[config.mk]
export PLATFORM = sky130hd
export DESIGN_NAME = lpm_chan_queue
export DESIGN_NICKNAME = d
export VERILOG_FILES = /design/src/rtl/lpm_chan_queue.sv
export SDC_FILE = /design/constraint.sdc
export NUM_CORES = 1
export LEC_CHECK = 0
export CORE_ASPECT_RATIO = 1.1
export CORE_MARGIN = 2
export CORE_UTILIZATION = 49
export CTS_CLUSTER_SIZE = 24
export DETAILED_ROUTE_END_ITERATION = 6
export PLACE_DENSITY = 0.76
export SLEW_MARGIN = 20
export SYNTH_ARGS = -nofsm -noshare
export SYNTH_HDL_FRONTEND = slang
export SYNTH_SLANG_ARGS = --single-unit
[constraint.sdc]
create_clock -name CLK -period 2.4 [get_ports CLK]
set_input_delay 0.48 -clock CLK [delete_from_list [all_inputs] [get_ports CLK]]
set_output_delay 0.48 -clock CLK [all_outputs]
set_load 0.1 [all_outputs]
[src/rtl/lpm_chan_queue.sv]
// lpm_chan_queue: DEPTH-entry FIFO between a say() producer and NCHAN
// heard() indication channels, routed by the low bits of meth.
module lpm_chan_queue #(
  parameter int DEPTH = 4,
  parameter int MW    = 32,
  parameter int VW    = 32,
  parameter int NCHAN = 2,
  localparam int CW   = (NCHAN > 1) ? $clog2(NCHAN) : 1,
  localparam int AW   = $clog2(DEPTH)
) (
  input  logic             CLK,
  input  logic             nRST,
  input  logic             say__ENA,
  input  logic [MW-1:0]    say_meth,
  input  logic [VW-1:0]    say_v,
  output logic             say__RDY,
  output logic [NCHAN-1:0] indication_heard__ENA,
  output logic [MW-1:0]    indication_heard_meth,
  output logic [VW-1:0]    indication_heard_v,
  input  logic [NCHAN-1:0] indication_heard__RDY,
  input  logic             rule_enable,
  output logic             rule_ready,
  output logic [AW:0]      count
);

  localparam logic [AW:0] FULL = (AW+1)'(DEPTH);

  logic [MW+VW-1:0] mem [DEPTH];
  logic [AW-1:0]    wp;
  logic [AW-1:0]    rp;
  logic [CW-1:0]    ch;
  logic             enq;
  logic             fire;

  assign {indication_heard_meth, indication_heard_v} = mem[rp];

  generate
    if (NCHAN > 1) begin : g_sel
      assign ch = indication_heard_meth[CW-1:0];
    end else begin : g_one
      assign ch = '0;
    end
  endgenerate

  // full is judged on stored occupancy only; a same-cycle dequeue
  // does not reopen the buffer
  assign say__RDY   = (count != FULL);
  assign enq        = say__ENA && say__RDY;
  assign rule_ready = (count != '0) && indication_heard__RDY[ch];
  assign fire       = rule_enable && rule_ready;

  always_comb begin
    indication_heard__ENA = '0;
    if (fire) indication_heard__ENA[ch] = 1'b1;
  end

  always_ff @(posedge CLK) begin
    if (enq) mem[wp] <= {say_meth, say_v};
  end

  always_ff @(posedge CLK or negedge nRST) begin
    if (!nRST) begin
      wp    <= '0;
      rp    <= '0;
      count <= '0;
    end else begin
      if (enq)  wp <= wp + 1'b1;
      if (fire) rp <= rp + 1'b1;
      unique case (1'b1)
        (enq && !fire): count <= count + 1'b1;
        (fire && !enq): count <= count - 1'b1;
        default:        count <= count;
      endcase
    end
  end

endmodule

* Word-level counts from Yosys, hierarchy flattened
Memory sizes are Yosys's and may differ from the RTL's. Index checks and enable logic that the tools add are counted.
Storage, ports and cells: bits in latches 0, bits of input ports 70, output and inout port bits 71, memories 1, bits in read-only memories 0, flip-flop bits (word level) 7, word-level logic and storage cells 29, memory bits (writable) 256
Operators by class: eq/ne operators 1, bitwise operators 0, order comparisons 2, $add $sub $neg 4, reduce and logical (&&, ||, !) cells 10, shift-type cells 0, divide/modulo/power cells 0, multipliers 0, mux-type cells 8
Memory list:
- mem | depth 4, width 64, read ports 1, clocked after Yosys merged registers in 0, write ports 1, line 28 | logic [MW+VW-1:0] mem [DEPTH];
Operators by type and width (count):
- $logic_and A1 B1 Y1 | 6
- $pmux W3 S2 | 1
- $mux W1 | 5
- $add A2 B1 Y2 const B | 2
- $add A3 B1 Y3 const B | 1
- $ne A3 B3 Y1 const B | 1
- $reduce_bool A3 Y1 | 1
- $sub A3 B1 Y3 const B | 1
- $logic_not A1 Y1 | 2
- $lt A1 B2 Y1 const B | 1
- $mux W2 | 1
- $reduce_bool A2 Y1 | 1
- $demux W1 S1 | 1
- $ge A1 B1 Y1 const B | 1

* Logic depth before layout (Yosys ltp)
Gate-level depths: netlist (run 1). An unclocked memory read counts as a cell.
depth in word-level cells 8, gate-level depth with buffers 11, gate-level depth less buffers 10

* Worst setup path before layout (run 1)
No wires, ideal clock.
kind reg-to-reg, start point register count[1], end point memory mem[0][0] (netlist name) (enable), setup time 0.429 ns, clock period less this slack 4.121 ns, data required time 1.971 ns, slack -1.721 ns, cell stages (with the launch flop) 4, path buffers 0, arrival 3.691 ns, path through dfrtp_1 > inv_1 > nand3_1 > and3_1
On the way: longest elaborated chain between the ends 4
RTL lines:
- start: declaration | line 23 | output logic [AW:0] count
- start signal: assignment | line 70 | (enq && !fire): count <= count + 1'b1;
- start signal: assignment | line 71 | (fire && !enq): count <= count - 1'b1;
- start signal: assignment | line 72 | default: count <= count;
- $ne A3 B3 Y1 | line 47 | assign say__RDY = (count != FULL);
- via say__RDY | line 16 | output logic say__RDY,
- $logic_and A1 B1 Y1 | line 48 | assign enq = say__ENA && say__RDY;
- $mux W1 | line 58 | if (enq) mem[wp] <= {say_meth, say_v};
- $mux W1 (not written as such) | line 58
- end: declaration | line 28
The timed path passes the listed nets, and every way through them passes these cells.

* Worst setup path after layout (run 1)
start point register rp[0], end point output port indication_heard__ENA[1]
On the way: longest elaborated chain between the ends 6, elaborated cells between the ends (all ways) 11, classes of those cells order compare: 2; mux: 5; reduce/logical: 3; memory: 1
RTL lines:
- start: declaration | line 30 | logic [AW-1:0] rp;
- start signal: assignment | line 68 | if (fire) rp <= rp + 1'b1;
- $mem_v2 Z4 W64 *
- $lt A1 B2 Y1 (not written as such) (tied with other cells) | line 54 | if (fire) indication_heard__ENA[ch] = 1'b1;
- $logic_and A1 B1 Y1 (not written as such) / $mux W1 (equally long branches) | line 54, 49
- $mux W1 (not written as such) / $logic_and A1 B1 Y1 (equally long branches) | line 54, 49
- $demux W1 S1 / $logic_and A1 B1 Y1 (equally long branches) | line 54, 50
- $mux W2 * | line 54
- end: declaration | line 17 | output logic [NCHAN-1:0] indication_heard__ENA,
Every way passes the cells marked *; elsewhere a longest branch is shown, timed or not. The select of a mux whose other input is x is not followed.

==> results of run 1 <==
-- repair_timing --
| item | CTS | global route |
|---|---|---|
| buffers inserted | 8 | 0 |
| pin swaps | 3 | 0 |
| gates resized for setup | 11 | 5 |
| gates cloned | 4 | 1 |
| setup endpoints to repair | 67 | 68 |
-- area by class of cell --
class                           count  area, um^2
Fill cell                        1193        6250
Clock buffer                       30         666
Clock inverter                     17         153
Multi-Input combinational cell     98        1810
Sequential cell                   263        7880
Tap cell                          252         315
Timing Repair Buffer              172        2560
Inverter                            6        22.5
-- through the flow --
step                      hold slack (ps)  TNS (ps)   util
after floorplan                       184      -965      -
after global placement                525         0  0.628
after detailed placement              529     -53.1  0.628
after CTS                             214     -8580  0.680
after global routing                  220    -10930  0.682
final                                 224     -6310  0.682
-- synth_stat cells --
master | n | area share
edfxtp_1 | 256 | 0.79
mux4_2 | 63 | 0.15
buf_2 | 9 | 0.0046
dfrtp_1 | 7 | 0.018
inv_1 | 6 | 0.0023
mux2i_1 | 6 | 0.0062
ha_1 | 5 | 0.0064
and3_1 | 4 | 0.0026
buf_6 | 4 | 0.0046
nor2_1 | 3 | 0.0012
xor2_1 | 3 | 0.0027
xnor2_1 | 2 | 0.0018
and2_1 | 1 | 0.00064
and4b_1 | 1 | 0.0010
buf_4 | 1 | 0.00077
clkbuf_1 | 1 | 0.00039
fa_1 | 1 | 0.0021
mux2_2 | 1 | 0.0012
mux2i_2 | 1 | 0.0014
nand2b_1 | 1 | 0.00064
nand3_1 | 1 | 0.00051
nor3_1 | 1 | 0.00051
nor3b_1 | 1 | 0.00077
nor3b_2 | 1 | 0.0013
o21ai_0 | 1 | 0.00051
o31ai_1 | 1 | 0.00077
-- layout by cell type, fill, tap and decap left out, types with 2 or more instances in the layout --
cell             synthesis  routed
clkbuf_16                0      27
and3_4                   0       4
clkinvlp_4               0       5
xor2_1                   3       3
nor2_1                   3       2
buf_4                    1      13
mux4_2                  63      63
buf_16                   0       5
bufinv_16                0       2
mux2i_1                  6       3
edfxtp_1               256     256
inv_1                    6       5
clkbuf_1                 1       4
clkdlybuf4s50_1          0      69
clkinv_2                 0       4
dfrtp_1                  7       2
ha_1                     5       4
clkinv_1                 0       5
buf_6                    4       8
dfrtp_4                  0       5
xnor2_1                  2       2
buf_12                   0      76
mux2i_2                  1       3
-- kinds of logic (layout without fill, tap and decap cells) --
group                      after synthesis  count (layout)  synth area share
AOI/OAI and AO/OA                        2               2           0.00129
xor gates and xnor gates                 5               5           0.00451
adders and majority gates                6               6           0.00850
buffers and inverters                   21             225            0.0127
DFF                                    263             263             0.809
muxes                                   71              71             0.155
and+or+nand+nor                         14              14           0.00914
-- critical path, stage by stage, from the launching register on --
cell     delay, ps
dfrtp_4        510
buf_6          140
buf_6          110
mux2i_4        200
buf_6          140
and4b_2        250
buf_12         180
-- flip-flops by register name (all words and copies together), names as in the netlist --
| name | count |
|---|---|
| mem | 256 |
| wp | 2 |
| count | 3 |
| rp | 2 |
-- routing by layer --
layer,track usage,up-vias,part of all wire
met1,0.230,2435,0.40
met5,0,-,0
met3,0.0346,33,0.047
li1,-,2002,-
met4,0.0556,0,0.023
met2,0.316,137,0.53
-- how the worst min path moves through the flow --
stage | slack (ps) | to
final | 220 | rp[0]$_DFFE_PN0P_
after global routing | 220 | rp[0]$_DFFE_PN0P_
after CTS | 210 | rp[0]$_DFFE_PN0P_
after detailed placement | 530 | count[0]$_DFFE_PN0P_
after global placement | 530 | count[0]$_DFFE_PN0P_
after floorplan | 180 | rp[0]$_DFFE_PN0P_
==> impl_metrics.py, run 1 <==
metrics = {
    "floorplanning": {
        "dieArea_um2": 21000,
        "initial_core_util": 0.494,
        "die_h_um": 152,
        "rows": 54,
        "core_area_um2": 19700,
        "die_x_um": 138,
        "io_pins": 141,
    },
    "layout": {
        "nNetsFinal": 643,
        "area_delta_synth_final_pct": 38.0,
        "drive_above_1_share": 0.386,
        "diodes": 0,
        "postLayoutCellArea_um2": 13400,
        "fin_cells": 838,
    },
    "logic_synthesis": {
        "synth_cells": 382,
        "synth_area_um2": 9720,
        "yosys_register_bits": 263,
        "syn_nets": 458,
        "synth-seq-area-share": 0.809,
        "yosys_warnings": 0,
        "synthDistinctLibCells": 26,
        "syn_avg_cell_area_um2": 25.4,
    },
    "global_routing": {
        "grt_max_degree": 41,
        "grt_usage": 0.179,
        "antenna_found_initial": 0,
        "grt_pass1_wl_mm": 28.6,
        "grt_pass1_vias": 4972,
        "gr-total-overflow": 0,
    },
    "clock_network": {
        "insertion_delay_ps": 520,
        "cts_max_path_buffers": 3,
        "cts_htree_levels": 1,
        "cts.clk_slew.worst_paths_ps": 60,
        "cts_hold_buf": 0,
        "cts_tree": "built",
        "clkSinkCount": 263,
        "root_buffer": "clkbuf_16",
        "cts_buffers": 26,
    },
    "sta": {
        "clock_skew_ps": 9.67,
        "setup_viol": 66,
        "finalHoldViolCount": 0,
        "rsz0062_at_grt": "true",
        "fin_ws_ps": -131,
        "fmax_mhz": 395,
        "finalCriticalPeriod_ps": 2530,
        "slew_headroom": 0.727,
        "slew_violations": 0,
        "period_share": 1.05,
        "worst_pin_slew_ps": 410,
    },
    "placement": {
        "hpwl_mm": 11.1,
        "pre_cts_ws_ps": -53.1,
        "place.gp.congestion": 0.726,
        "io_buffers": 140,
        "dp_cells": 778,
        "place_area_um2": 12300,
    },
    "setup_path": {
        "worstPathMaxFanout": 4,
        "cp-endpoint": "indication_heard__ENA[1]",
        "crit_start": "rp[0]$_DFFE_PN0P_",
        "critPathCaptureType": "primary output",
        "ff2ff_path_depth": 11,
        "r2r-end": "count[2]$_DFFE_PN0P_",
        "worstSetupPathType": "reg2out",
        "r2r_slack_ps": 30,
        "cp.required_ps": 1920,
        "r2r-start": "rp[0]$_DFFE_PN0P_",
        "startpoint_type": "register",
        "cp.arrival_ps": 2050,
    },
    "worst_hold_path": {
        "hold_class": "in2async",
    },
    "status": {
        "violations": "setup timing",
        "outcome": "complete, but fails checks",
    },
    "routing": {
        "dr_total_vias": 4607,
        "first_iter_violations": 299,
        "post_drt_wl_per_cell_um": 22.8,
        "dr.pass1.iters": 4,
        "drc": 0,
        "vias_per_cell": 5.50,
        "final_antenna_net_count": 0,
        "drt-total-wl_mm": 19.1,
    },
    "flow_run": {
        "max_cap_viol_count": 0,
    },
}
Power of run 1 is not shown: default switching activity piles up to over one toggle a cycle in this logic, so the estimate is an artifact.
==> run 2, diff against run 1 <==
Settings changed: CORE_UTILIZATION 49 to 50, DONT_BUFFER_PORTS from default to 1, PLACE_DENSITY 0.76 to 0.68.
==> impl_metrics.py, run 2 (synthesis results as in run 1) <==
metrics = {
    "status": {
        "outcome": "complete, but fails checks",
        "violations": "setup timing",
    },
    "routing": {
        "drt-total-wl_mm": 17.9,
        "final_antenna_net_count": 0,
        "post_drt_wl_per_cell_um": 23.7,
        "first_iter_violations": 384,
        "dr_total_vias": 4277,
        "top_layer": "met4",
        "route.met2.wl_mm": 9.65,
        "drc": 0,
        "wl_met1_mm": 6.87,
        "wl_met3_mm": 1.11,
        "vias_per_cell": 5.67,
        "dr.pass1.iters": 4,
    },
    "clock_network": {
        "insertion_delay_ps": 510,
        "cts_htree_levels": 1,
        "cts.clk_slew.worst_paths_ps": 70,
        "cts_tree": "built",
        "cts_max_path_buffers": 3,
        "cts_buffers": 26,
        "root_buffer": "clkbuf_16",
        "clkSinkCount": 263,
    },
    "layout": {
        "nNetsFinal": 564,
        "reg.largest.list": "mem x256, count x3",
        "area_delta_synth_final_pct": 30.9,
        "top_register": "mem",
        "layout_common_cells": "edfxtp_1, buf_12, mux4_2, clkbuf_16, buf_4",
        "postLayoutCellArea_um2": 12700,
        "largest_reg_flops": 256,
        "diodes": 0,
        "fin_util": 0.666,
        "drive_above_1_share": 0.432,
        "layout_commonest_cell": "edfxtp_1",
    },
    "floorplanning": {
        "io_pins": 141,
        "core_area_um2": 19100,
        "die_x_um": 137,
        "dieArea_um2": 20600,
        "initial_core_util": 0.509,
        "die_h_um": 150,
        "rows": 53,
    },
    "setup_path": {
        "cp.arrival_ps": 2070,
        "path_buf_inv": 2,
        "critPathMostFrequentCell": "buf_12",
        "cp_slowest_cell": "dfrtp_4",
        "cp_cell_sequence": "mux2i_2 -> mux2i_4 -> buf_12 -> and4b_2 -> buf_12",
        "cpPeakStageDelay_ps": 510,
        "cp.required_ps": 1920,
        "startpoint_type": "register",
        "worstPathMaxFanout": 4,
        "cp_top_family": "flip-flops",
        "crit_start": "rp[1]$_DFFE_PN0P_",
        "r2r-start": "rp[1]$_DFFE_PN0P_",
        "worstSetupPathType": "reg2out",
        "critPathCaptureType": "primary output",
    },
    "global_routing": {
        "grt_pass1_wl_mm": 27.2,
        "grt_max_degree": 35,
        "grt_pass1_vias": 4739,
        "antenna_found_initial": 0,
        "gr-total-overflow": 0,
        "grt_usage": 0.177,
    },
    "flow_run": {
        "max_cap_viol_count": 0,
    },
    "sta": {
        "period_share": 1.06,
        "setup_viol": 67,
        "rsz0062_at_grt": "true",
        "slew_violations": 0,
        "finalHoldViolCount": 0,
        "fmax_mhz": 393,
        "worst_pin_slew_ps": 515,
        "clock_skew_ps": 16.8,
        "fin_ws_ps": -147,
        "finalCriticalPeriod_ps": 2550,
        "tns_ps": -7530,
        "slew_headroom": 0.657,
    },
    "placement": {
        "place_area_um2": 11600,
        "io_buffers": 0,
        "hpwl_mm": 10.3,
        "pre_cts_ws_ps": 65.2,
        "place.gp.congestion": 0.684,
    },
    "worst_hold_path": {
        "hold_class": "in2reg",
        "min_from": "say_v[10]",
    },
}
-- run 2: cell types whose count changed in the layout (fill, tap and decap cells not counted), moves of 2 or more --
| cell | delta |
|---|---|
| clkinv_4 | +5 |
| clkdlybuf4s50_1 | -69 |
| bufinv_16 | +2 |
| buf_4 | -4 |
| clkinv_2 | -2 |
| buf_6 | -8 |
| clkbuf_1 | -3 |
-- run 2: worst register-to-register path, delay by kind of cell (launching register included) --
kind / cells / cell delay [ps]
flops: 1 / 510
fa+ha+maj: 2 / 550
xor+xnor: 2 / 310
mux: 3 / 610
buf+inv: 2 / 200
simple gates: 2 / 270
-- run 2: layout make-up --
cell class / instances / area [um^2]
clock buffers: 28 / 679
flip-flops and latches: 263 / 7880
multi-input cells: 98 / 1820
repair buffers: 93 / 1790
well taps: 247 / 309
inverters: 6 / 22.5
clock inverters: 19 / 219
fillers: 1191 / 6370
-- run 2: repair_timing --
action,4_1_cts,5_1_grt
hold endpoints to repair,7,0
gates cloned,4,1
resized for setup,8,1
hold buffers,1,0
buffers inserted,3,0
endpoints found under the setup margin,66,68
-- run 2: through the flow --
stage | hold slack (ps) | std cells
floorplan | 184 | 382
global placement | 185 | 698
detailed placement | 185 | 698
CTS | 41.8 | 753
global route | 38.3 | 754
finish | 60.3 | 754
-- run 2: worst paths after layout --
| check | slack (ps) | to | cells past startpoint |
|---|---|---|---|
| max in group asynchronous | 1780 | rp[1]$_DFFE_PN0P_ | 1 |
| worst max-delay path | -150 | indication_heard__ENA[1] | 5 |
| min in group asynchronous | 310 | count[2]$_DFFE_PN0P_ | 1 |
| worst max register to register | -110 | count[2]$_DFFE_PN0P_ | 11 |
| worst min register to register | 570 | count[2]$_DFFE_PN0P_ | 1 |
| worst min-delay path | 60 | mem[0][10]$_DFFE_PP_ | 0 |
-- run 2: per-layer routing --
metal  global-route usage  vias to the layer above
li1                     -                     1835
met1                0.229                     2308
met2                0.305                      117
met3               0.0444                       17
met4               0.0433                        0
met5                    0                        -
Power of run 2 is left out for the same reason.
